[src/rtl/regfile_pkg.sv]
// Shared types and sizes for the register-file write-port slice.
package regfile_pkg;
  localparam int NREGS = 8;
  localparam int RF_AW = $clog2(NREGS);
  localparam int DW    = 16;

  typedef logic [RF_AW-1:0] rf_addr_t;
  typedef logic [DW-1:0]    rf_data_t;
endpackage

[src/rtl/Register_16b_RTL.sv]
// 16-bit register-file entry with load enable; holds its value when en=0.
module Register_16b_RTL
  import regfile_pkg::*;
(
  input  logic     clk,
  input  logic     en,
  input  rf_data_t d,
  output rf_data_t q
);

  rf_data_t q_q;

  // Load on enable, otherwise hold.
  always_ff @(posedge clk) begin
    if (en) q_q <= d;
  end

  assign q = q_q;

endmodule

[src/rtl/rr_arb2.sv]
// Two-way round-robin arbiter. A lone requester always wins; on a conflict
// the pointer decides, and after each grant the pointer moves to the loser.
module rr_arb2 (
  input  logic       clk,
  input  logic       rst,
  input  logic [1:0] val,
  input  logic       en,
  output logic [1:0] gnt
);

  logic ptr_q;
  logic ptr_d;

  // Grant decode from val and pointer only; nothing granted while disabled or in reset.
  always_comb begin
    gnt   = 2'b00;
    ptr_d = ptr_q;
    if (en && !rst) begin
      unique case (val)
        2'b01:   gnt = 2'b01;
        2'b10:   gnt = 2'b10;
        2'b11:   gnt = ptr_q ? 2'b10 : 2'b01;
        default: gnt = 2'b00;
      endcase
    end
    if (gnt[0])      ptr_d = 1'b1;
    else if (gnt[1]) ptr_d = 1'b0;
  end

  // Pointer register; moves only when a grant is issued.
  always_ff @(posedge clk) begin
    if (rst) ptr_q <= 1'b0;
    else     ptr_q <= ptr_d;
  end

endmodule

[src/rtl/regfile_wport_arbiter.sv]
// Shares the register-file write port between ALU writeback (req0) and the
// multicycle unit writeback (req1). One registered write stage drives the
// port; writes to x0 consume a grant but never assert rf_wen. The in-flight
// write is exposed combinationally for read-stage forwarding.
module regfile_wport_arbiter
  import regfile_pkg::*;
(
  input  logic     clk,
  input  logic     rst,
  input  logic     req0_val,
  output logic     req0_rdy,
  input  rf_addr_t req0_addr,
  input  rf_data_t req0_data,
  input  logic     req1_val,
  output logic     req1_rdy,
  input  rf_addr_t req1_addr,
  input  rf_data_t req1_data,
  input  logic     rf_stall,
  output logic     rf_wen,
  output rf_addr_t rf_waddr,
  output rf_data_t rf_wdata,
  input  rf_addr_t byp_raddr,
  output logic     byp_hit,
  output rf_data_t byp_data
);

  logic [1:0] gnt;
  logic       xfer;
  logic       stage_en;
  rf_addr_t   sel_addr;
  rf_data_t   sel_data;
  rf_data_t   wdata_d;
  logic       wen_d;
  logic       wen_q;
  rf_addr_t   waddr_d;
  rf_addr_t   waddr_q;

  rr_arb2 u_arb (
    .clk (clk),
    .rst (rst),
    .val ({req1_val, req0_val}),
    .en  (~rf_stall),
    .gnt (gnt)
  );

  assign req0_rdy = gnt[0];
  assign req1_rdy = gnt[1];
  // gnt is only ever raised for a valid requester, so any grant is a transfer.
  assign xfer     = |gnt;
  assign stage_en = xfer | rst;

  // Select the winning request and form the next write-stage contents.
  always_comb begin
    sel_addr = gnt[1] ? req1_addr : req0_addr;
    sel_data = gnt[1] ? req1_data : req0_data;
    wen_d    = !rst && xfer && (sel_addr != '0);
    waddr_d  = rst ? '0 : sel_addr;
    wdata_d  = rst ? '0 : sel_data;
  end

  // Write stage boundary: wen refreshes every cycle, waddr loads on transfer or reset.
  always_ff @(posedge clk) begin
    if (rst) wen_q <= 1'b0;
    else     wen_q <= wen_d;
    if (stage_en) waddr_q <= waddr_d;
  end

  Register_16b_RTL u_wdata_reg (
    .clk (clk),
    .en  (stage_en),
    .d   (wdata_d),
    .q   (rf_wdata)
  );

  assign rf_wen   = wen_q;
  assign rf_waddr = waddr_q;
  assign byp_hit  = wen_q && (waddr_q == byp_raddr);
  assign byp_data = rf_wdata;

endmodule

[config.mk]
export PLATFORM = sky130hd
export DESIGN_NAME = regfile_wport_arbiter
export DESIGN_NICKNAME = d
export VERILOG_FILES = /design/src/rtl/regfile_pkg.sv /design/src/rtl/Register_16b_RTL.sv /design/src/rtl/rr_arb2.sv /design/src/rtl/regfile_wport_arbiter.sv
export SDC_FILE = /design/constraint.sdc
export NUM_CORES = 1
export LEC_CHECK = 0
export ABC_AREA = 1
export CAP_MARGIN = 20
export CORE_ASPECT_RATIO = 1.75
export CORE_UTILIZATION = 34
export DETAILED_ROUTE_END_ITERATION = 16
export PLACE_DENSITY = 0.83
export REMOVE_ABC_BUFFERS = 1
export SLEW_MARGIN = 20
export SYNTH_ARGS = -nofsm -noshare
export SYNTH_HDL_FRONTEND = slang
export SYNTH_HIERARCHICAL = 1
export SYNTH_SLANG_ARGS = --single-unit
[constraint.sdc]
create_clock -name clk -period 2.2 [get_ports clk]
set_clock_uncertainty 0.05 [all_clocks]
set_input_delay 0.55 -clock clk [delete_from_list [all_inputs] [get_ports clk]]
set_output_delay 0.55 -clock clk [all_outputs]
set_load 0.02 [all_outputs]
==> Word-level counts from Yosys, hierarchy flattened <==
Index checks and enable logic that the tools add are counted.
{ "op_classes": {"n_eq_ne": 4, "bitwise_logic": 2, "reduce_logical": 8, "n_mux": 7} }
{ "op_table": {"columns": ["op", "count"], "rows": [
  ["$mux 16", 1],
  ["$pmux 2 s3", 1],
  ["$eq 2x2->1 const B", 2],
  ["$logic_and 1x1->1", 4],
  ["$mux 2", 2],
  ["$eq 3x3->1", 1],
  ["$mux 3", 1],
  ["$reduce_bool 3->1", 1],
  ["$eq 2x1->1 const B", 1],
  ["$mux 1", 2],
  ["$reduce_bool 2->1", 1],
  ["$reduce_or 2->1", 1],
  ["$logic_not 1->1", 1],
  ["$not 1->1", 1],
  ["$or 1x1->1", 1]
]} }
{ "totals": {"reg_bits": 21, "output_inout_bits": 39, "wordCells": 25} }

==> Depth between registers and ports, before layout <==
Gate-level depths: netlist of run 1.
{ "logic_depth": {"word_depth": 6, "mapped_depth": 11} }

==> Modules after synthesis <==
Netlist of run 1, hierarchy kept.
{ "modules_own_cells": {"columns": ["mod", "cells_per_inst", "area_each_um2", "n_inst"], "rows": [
  ["regfile_wport_arbiter", 110, 624.3, 1],
  ["Register_16b_RTL", 16, 480.5, 1],
  ["rr_arb2", 12, 78.8, 1]
]} }

==> Worst setup path after synthesis of run 1 <==
No wires, ideal clock.
{ "synth_timing": {"path_kind": "input -> register", "from": "input rf_stall", "to": "register waddr_q[0], in the netlist rf_waddr[0] (enable)", "n_path_buf": 2, "setup_ns": 0.379, "required_ns": 1.771, "setup_slack_ns": -0.051, "stages": 7, "arrival_ns": 1.823, "cell_sequence": "inv_1 -> nand3_2 -> a21oi_2 -> buf_6 -> inv_2 -> buf_2 -> nand3_1"} }
{ "synth_between": {"elab_chain_cells": 5} }
{ "synth_lines": {"columns": ["item", "line_no", "source"], "rows": [
  ["start, declared", "regfile_wport_arbiter.sv:18", "input logic rf_stall,"],
  ["$not 1->1", "regfile_wport_arbiter.sv:42", ".en (~rf_stall),"],
  ["$logic_and 1x1->1", "rr_arb2.sv:18", "if (en && !rst) begin"],
  ["$mux 2", "rr_arb2.sv:18", null],
  ["named net req1_rdy", "regfile_wport_arbiter.sv:15", "output logic req1_rdy,"],
  ["$reduce_or 2->1", "regfile_wport_arbiter.sv:49", "assign xfer = |gnt;"],
  ["$or 1x1->1", "regfile_wport_arbiter.sv:50", "assign stage_en = xfer | rst;"],
  ["named net stage_en", "regfile_wport_arbiter.sv:29", "logic stage_en;"],
  ["end signal, assigned", "regfile_wport_arbiter.sv:65", "if (stage_en) waddr_q <= waddr_d;"],
  ["end, declared", "regfile_wport_arbiter.sv:36", "rf_addr_t waddr_q;"]
]} }
The timed path passes the listed nets, and every way through them passes these cells.
A chain may end at the register's enable or synchronous reset.

==> Worst setup path after layout of run 1 <==
{ "layout_timing": {"from": "input rst", "to": "output req1_rdy"} }
{ "layout_between": {"elab_chain_cells": 3} }
{ "layout_lines": {"columns": ["item", "line_no", "source"], "rows": [
  ["start, declared", "regfile_wport_arbiter.sv:9", "input logic rst,"],
  ["$logic_not 1->1", "rr_arb2.sv:18", null],
  ["$logic_and 1x1->1", "rr_arb2.sv:18", null],
  ["$mux 2", "rr_arb2.sv:18", null],
  ["end, declared", "regfile_wport_arbiter.sv:15", null]
]} }
No other way between the ends.

==> results of run 1 <==
## worst max-delay path by stage
stage / startpoint / end / slack (ns)
2_1_floorplan: rf_stall / rf_waddr[0]$_SDFFCE_PP0P_ / -0.29
4_1_cts: byp_raddr[2] / byp_hit / 0.001
5_1_grt: byp_raddr[2] / byp_hit / 0.02
6_report: rst / req1_rdy / 0.08
3_5_place_dp: req1_val / req1_rdy / -0.39
3_3_place_gp: rst / req1_rdy / -0.37
## report_power, final
| part | switching [mW] | total [mW] | leakage, nW | internal (mW) |
|---|---|---|---|---|
| clock network | 0.115 | 0.241 | 0.0255 | 0.126 |
| registers | 0.0171 | 0.491 | 0.215 | 0.474 |
| logic | 0.153 | 0.343 | 0.616 | 0.190 |
| total | 0.285 | 1.08 | 0.856 | 0.790 |
## registers in the layout, summed over array words and instances, names as in the netlist
| signal | cells |
|---|---|
| rf_waddr | 3 |
| rf_wen | 1 |
| u_arb/ptr_q | 1 |
| u_wdata_reg/q | 16 |
## cell type report
cell class / count / area share
Timing Repair Buffer: 94 / 0.448
Sequential cell: 21 / 0.298
Multi-Input combinational cell: 79 / 0.174
Inverter: 16 / 0.0293
Tap cell: 45 / 0.0275
Clock buffer: 3 / 0.0202
Clock inverter: 1 / 0.00244
## synth_stat cells (all sizes together)
cell    number
nand2       15
clkinv       3
a21oi        2
buf         21
o21ai       16
nand3        5
nand4        1
or2          2
dfxtp        2
nor2        37
clkbuf       1
xnor2        1
inv         13
edfxtp      19
## logic make-up after synthesis
| group | count (synthesis) | synth area share |
|---|---|---|
| XOR/XNOR | 1 | 0.00740 |
| AND/OR/NAND/NOR | 60 | 0.208 |
| AO/OA/AOI/OAI | 18 | 0.0793 |
| flip-flops | 21 | 0.516 |
| buffers and inverters | 38 | 0.189 |
## cell usage in the layout, fill, tap and decap left out
cell             netlist  routed
buf_2                  2       3
a21oi_1                1       1
or2_1                  2       2
inv_1                  9       9
clkbuf_8               0       3
o21ai_0               16      16
nor2_1                37      37
nand2_1               14      14
clkinv_1               3       3
nand3_1                4       4
nand2_2                1       1
buf_6                  2       1
buf_4                 17       8
buf_12                 0       1
a21oi_4                0       1
dfxtp_1                2       2
nand3_2                1       1
xnor2_1                1       1
nand4_1                1       1
clkinv_2               0       1
edfxtp_1              19      19
inv_2                  4       4
clkdlybuf4s50_1        0      81
## critical path, cell delays in order
cell and delay, ns:
clkdlybuf4s50_1 0.42, inv_1 0.09, nand3_2 0.10, a21oi_4 0.17, buf_2 0.19
## metal layers
| layer | wire [um] | up-vias | track usage |
|---|---|---|---|
| met1 | 1040 | 501 | 0.189 |
| met5 | 0 | - | 0 |
| li1 | - | 573 | - |
| met2 | 1770 | 55 | 0.322 |
| met3 | 149 | 10 | 0.0202 |
| met4 | 130 | 0 | 0.118 |
## stage by stage
stage | utilization | power [mW] | hold slack [ns] | std cells | setup TNS (ns)
finish | 0.609 | 1.08 | 0.578 | 259 | 0
global route | 0.609 | 1.12 | 0.641 | 259 | 0
CTS | 0.607 | 1.09 | 0.544 | 259 | 0
detailed placement | 0.596 | 0.845 | 0.532 | 255 | -6.21
global placement | 0.596 | 0.839 | 0.508 | 255 | -5.24
floorplan | - | 0.625 | 0.454 | 116 | -5.53
## what timing repair did
action                                  in CTS  in global routing
endpoints found under the setup margin       3                 19
hold buffers                                 0                  0
gates resized for setup                     11                  3
gates cloned                                 0                  0
==> qor.txt, run 1 <==
status: finished clean
Setup crit start kind: primary input
GRT Overall Usage: 0.183
hold wc startpoint: u_arb/ptr_q$_SDFFE_PP0P_
final instance area: 2050 um2
Layout Nets: 261
Post-Syn Area: 1180 um2
Synth top area share: 0.482
area growth from synthesis to layout: 72.9%
Initial Utilization: 0.352
area occupied by multi-input gates: 357 um2
worst reg2reg path startpoint: u_arb/ptr_q$_SDFFE_PP0P_
largest net degree at the start of global routing: 21
width of the die: 46.6 um
Pre-antenna DRT Iters: 4
Vias: 1139
Worst Hold Path EP: u_arb/ptr_q$_SDFFE_PP0P_
first-pass GRT wire length: 4.89 mm
Lkg Pwr: 0.856 nW
Distinct cells, synth: 20
dpl ws: -0.389 ns
final hold violations: 0
Final ANT Viol Nets: 0
CP required: 1.60 ns
Worst-Skew Late Latency: 0.25 ns
number of global-route vias before repair: 1135
clk sinks: 21
die area: 3730 um2
Worst Reg-to-Reg Cells: 6
critical path capture point type: output port
Critical Setup Path Class: in2out
Area after DPL: 2000 um2
Max FO, Critical Path: 2
share of layout cells above drive strength 1: 0.112
Fillers: 303
final worst slack: 0.0800 ns
HP Class: reg2reg
sequential element share of the synthesized area: 0.516
measured slew at the worst slew-check pin: 0.247 ns
H-tree depth: 1
Site Rows: 28
minimum clock period: 2.12 ns
VDD IR max: 0.263 mV
die height: 80.1 um
CTS clk-pin slew, worst paths: 0.07 ns
top area cells in the synthesized netlist: edfxtp_1 (48%), nor2_1 (12%), buf_4 (11%)
cell count after synthesis: 138
DR vias/cell: 4.40
max_cap viols: 0
Reg area: 611 um2
Synth Warn #: 6
RSZ-0062 raised after global routing: no
# DRC: 0
PwrDens: 525 nW/um2
I/O Buffers: 84
1st-iter DRT viols: 23
drt wl/cell: 12.0 um
Final Wtd Congestion: 0.803
CTS tree: done
final worst-path cycle share: 0.964
Worst R2R Setup Slack: 0.70 ns
grt total ovfl: 0
Mean Syn Cell Area: 8.58 um2
Post-CTS Setup Bufs: 0
max_slew headroom: 0.835
TritonCTS Buffers: 3
fmax: 0.472 GHz
Post-DP HPWL: 2.49 mm
cell taking the most area after synthesis: edfxtp_1
Seq cells post-synth: 21
IO Pins: 85
final antenna diode count: 0
initial antenna violation count: 0
clock buffer depth: 2
root buffer cell: clkbuf_8
setup violators final: 0
Arr. time, crit path: 1.52 ns
WL final: 3.10 mm
r2r endpoint: u_wdata_reg/q[6]$_DFFE_PP_
Core Region: 3360 um2
max-slew violations: 0
Hold Path Stages: 4
Power figures use the tool's default switching activity.
==> inputs of run 2 (changes only) <==
Settings changed: GPL_ROUTABILITY_DRIVEN set to 0.
==> results of run 2 <==
No change in the layout: final DEF, timing and power equal those of run 1.
==> inputs of run 3 (changes only) <==
Settings changed: CORE_UTILIZATION 34 to 31, PLACE_DENSITY 0.83 to 0.8.
Clock period 2.2 ns to 1.8 ns, I/O delays scaled along.
==> qor.txt, run 3 (synthesis results as in run 1) <==
critical path capture point type: output port
Slowest-stage cell, CP: clkdlybuf4s50_1
Worst-Skew Late Latency: 0.25 ns (about the same)
most frequent cells in the layout: clkdlybuf4s50_1 (74), nor2_1 (36), edfxtp_1 (19), o21ai_0 (16), nand2_1 (14)
CTS clk-pin slew, worst paths: 0.08 ns (about the same)
initial antenna violation count: 0 (unchanged)
Final ANT Viol Nets: 0 (unchanged)
Layout Nets: 263 (+0.77%)
# DRC: 0 (unchanged)
share of layout cells above drive strength 1: 0.139 (+0.0267)
root buffer cell: clkbuf_8
IO Pins: 85 (unchanged)
Worst Hold Path EP: u_arb/ptr_q$_SDFFE_PP0P_
setup violators final: 0 (unchanged)
final instance area: 2110 um2 (+3.1%)
Clock power frac: 0.229 (+0.005)
CP required: 1.30 ns (-0.30 ns)
Reg power frac: 0.448 (-0.009)
area growth from synthesis to layout: 78.3%
Worst R2R Setup Slack: 0.30 ns (-0.40 ns)
I/O Buffers: 84 (unchanged)
commonest non-fill, non-tap cell in the layout: clkdlybuf4s50_1
Max FO, Critical Path: 2 (unchanged)
Fillers: 322 (+6.3%)
Area after DPL: 2000 um2 (-0.31%)
CTS tree: done
Post-DP HPWL: 2.35 mm (-5.8%)
VDD IR max: 0.313 mV (+19%)
H-tree depth: 1 (unchanged)
Crit path max-delay family: buffers and inverters
first-pass GRT wire length: 4.93 mm (+0.98%)
fmax: 0.570 GHz
worst reg2reg path startpoint: u_arb/ptr_q$_SDFFE_PP0P_
TritonCTS Buffers: 3 (unchanged)
Lkg Pwr: 0.890 nW (+4.0%)
number of global-route vias before repair: 1127 (-0.70%)
final hold violations: 0 (unchanged)
Util after Layout: 0.582 (-0.0269)
minimum clock period: 1.75 ns
die height: 83.7 um (+4.6%)
number of flip-flops in the largest register: 16 (unchanged)
die area: 4080 um2 (+9.3%)
max incr delay on CP: 0.62 ns (+0.20 ns)
max_cap viols: 0 (unchanged)
combinational group share of total power: 0.323 (+0.004)
Vias: 1130 (-0.79%)
max_slew headroom: 0.844 (+0.00879)
clk sinks: 21 (unchanged)
Reg area: 611 um2 (unchanged)
hold wc startpoint: u_arb/ptr_q$_SDFFE_PP0P_
largest net degree at the start of global routing: 18 (-14%)
Internal: 0.975 mW (+23%)
WL final: 3.01 mm (-2.9%)
clock buffer depth: 2 (unchanged)
RSZ-0062 raised after global routing: no
Worst Reg-to-Reg Cells: 8 (+2)
Initial Utilization: 0.326 (-0.0257)
Core Region: 3630 um2 (+7.9%)
Sw Ratio: 0.271 (+0.00517)
critical path cell sequence: clkdlybuf4s50_1
Site Rows: 29 (+3.6%)
Pre-antenna DRT Iters: 4 (unchanged)
Setup crit start kind: flip-flop
measured slew at the worst slew-check pin: 0.234 ns (-0.0136 ns)
drt wl/cell: 11.5 um (-4.0%)
1st-iter DRT viols: 33 (+43%)
final antenna diode count: 0 (unchanged)
hold_ws: 0.514 ns (-0.0640 ns)
width of the die: 48.7 um (+4.5%)
r2r endpoint: u_wdata_reg/q[7]$_DFFE_PP_
max-slew violations: 0 (unchanged)
area occupied by multi-input gates: 364 um2 (+2.1%)
sw power: 0.362 mW (+27%)
grt total ovfl: 0 (unchanged)
GRT Overall Usage: 0.158 (-0.0246)
CP bufs+invs: 1 (-2)
DR vias/cell: 4.31 (-1.9%)
HP Class: reg2reg
Hold Path Stages: 3 (-1)
Arr. time, crit path: 1.25 ns (-0.27 ns)
final worst-path cycle share: 0.974
PwrDens: 633 nW/um2 (+21%)
Critical Setup Path Class: reg2out
status: finished clean
==> run 3: changes by cell type in the layout (fill, tap and decap cells not counted), moves of 2 or more <==
cell	previous run	this run
inv_2	4	6
clkdlybuf4s50_1	81	74
buf_2	3	0
inv_1	9	7
buf_6	1	3
dlygate4sd2_1	0	6
==> run 3: cell type report <==
cell class | instances | share of cell area
flip-flops and latches | 21 | 0.289
multi-input cells | 79 | 0.172
well taps | 46 | 0.0273
clock inverters | 1 | 0.00237
repair buffers | 96 | 0.461
clock buffers | 3 | 0.0196
inverters | 16 | 0.0285
==> run 3: worst max-delay path by stage <==
| stage | from | end | cells past startpoint |
|---|---|---|---|
| 2_1_floorplan | rf_stall | rf_waddr[0]$_SDFFCE_PP0P_ | 5 |
| 3_3_place_gp | rst | req1_rdy | 6 |
| 3_5_place_dp | rst | req1_rdy | 6 |
| 4_1_cts | rst | req1_rdy | 6 |
| 5_1_grt | u_wdata_reg/q[4]$_DFFE_PP_ | byp_data[4] | 1 |
| 6_report | u_wdata_reg/q[4]$_DFFE_PP_ | byp_data[4] | 1 |
==> run 3: stage by stage <==
step | std cells | TNS [ns] | power, mW | setup slack [ns]
after floorplan | 116 | -13.10 | 0.763 | -0.591
after global placement | 255 | -18.63 | 1.02 | -0.628
after detailed placement | 255 | -19.32 | 1.03 | -0.637
after CTS | 261 | 0 | 1.35 | 0.00635
after global routing | 262 | 0 | 1.40 | 0.00272
final | 262 | 0 | 1.34 | 0.0465
==> run 3: metal layers <==
metal	track usage	vias up	wire length (um)
met5	0	-	0
met4	0.0989	0	82
met3	0.0219	6	151
met2	0.303	49	1720
met1	0.151	492	1050
li1	-	583	-
==> run 3: power groups by stage <==
stage                     Sequential (mW)  Combinational (mW)  Clock, mW
final                               0.599               0.432      0.306
after global routing                0.604               0.463      0.331
after CTS                           0.600               0.434      0.315
after detailed placement            0.611               0.419          0
after global placement              0.609               0.412          0
after floorplan                     0.696              0.0675          0
==> run 3: what timing repair did <==
action                     CTS  global route
hold buffers                 0             0
setup buffers                1             1
gates cloned                 1             0
pin swaps                    6             0
setup endpoints to repair   42            11
resized for setup           31             4
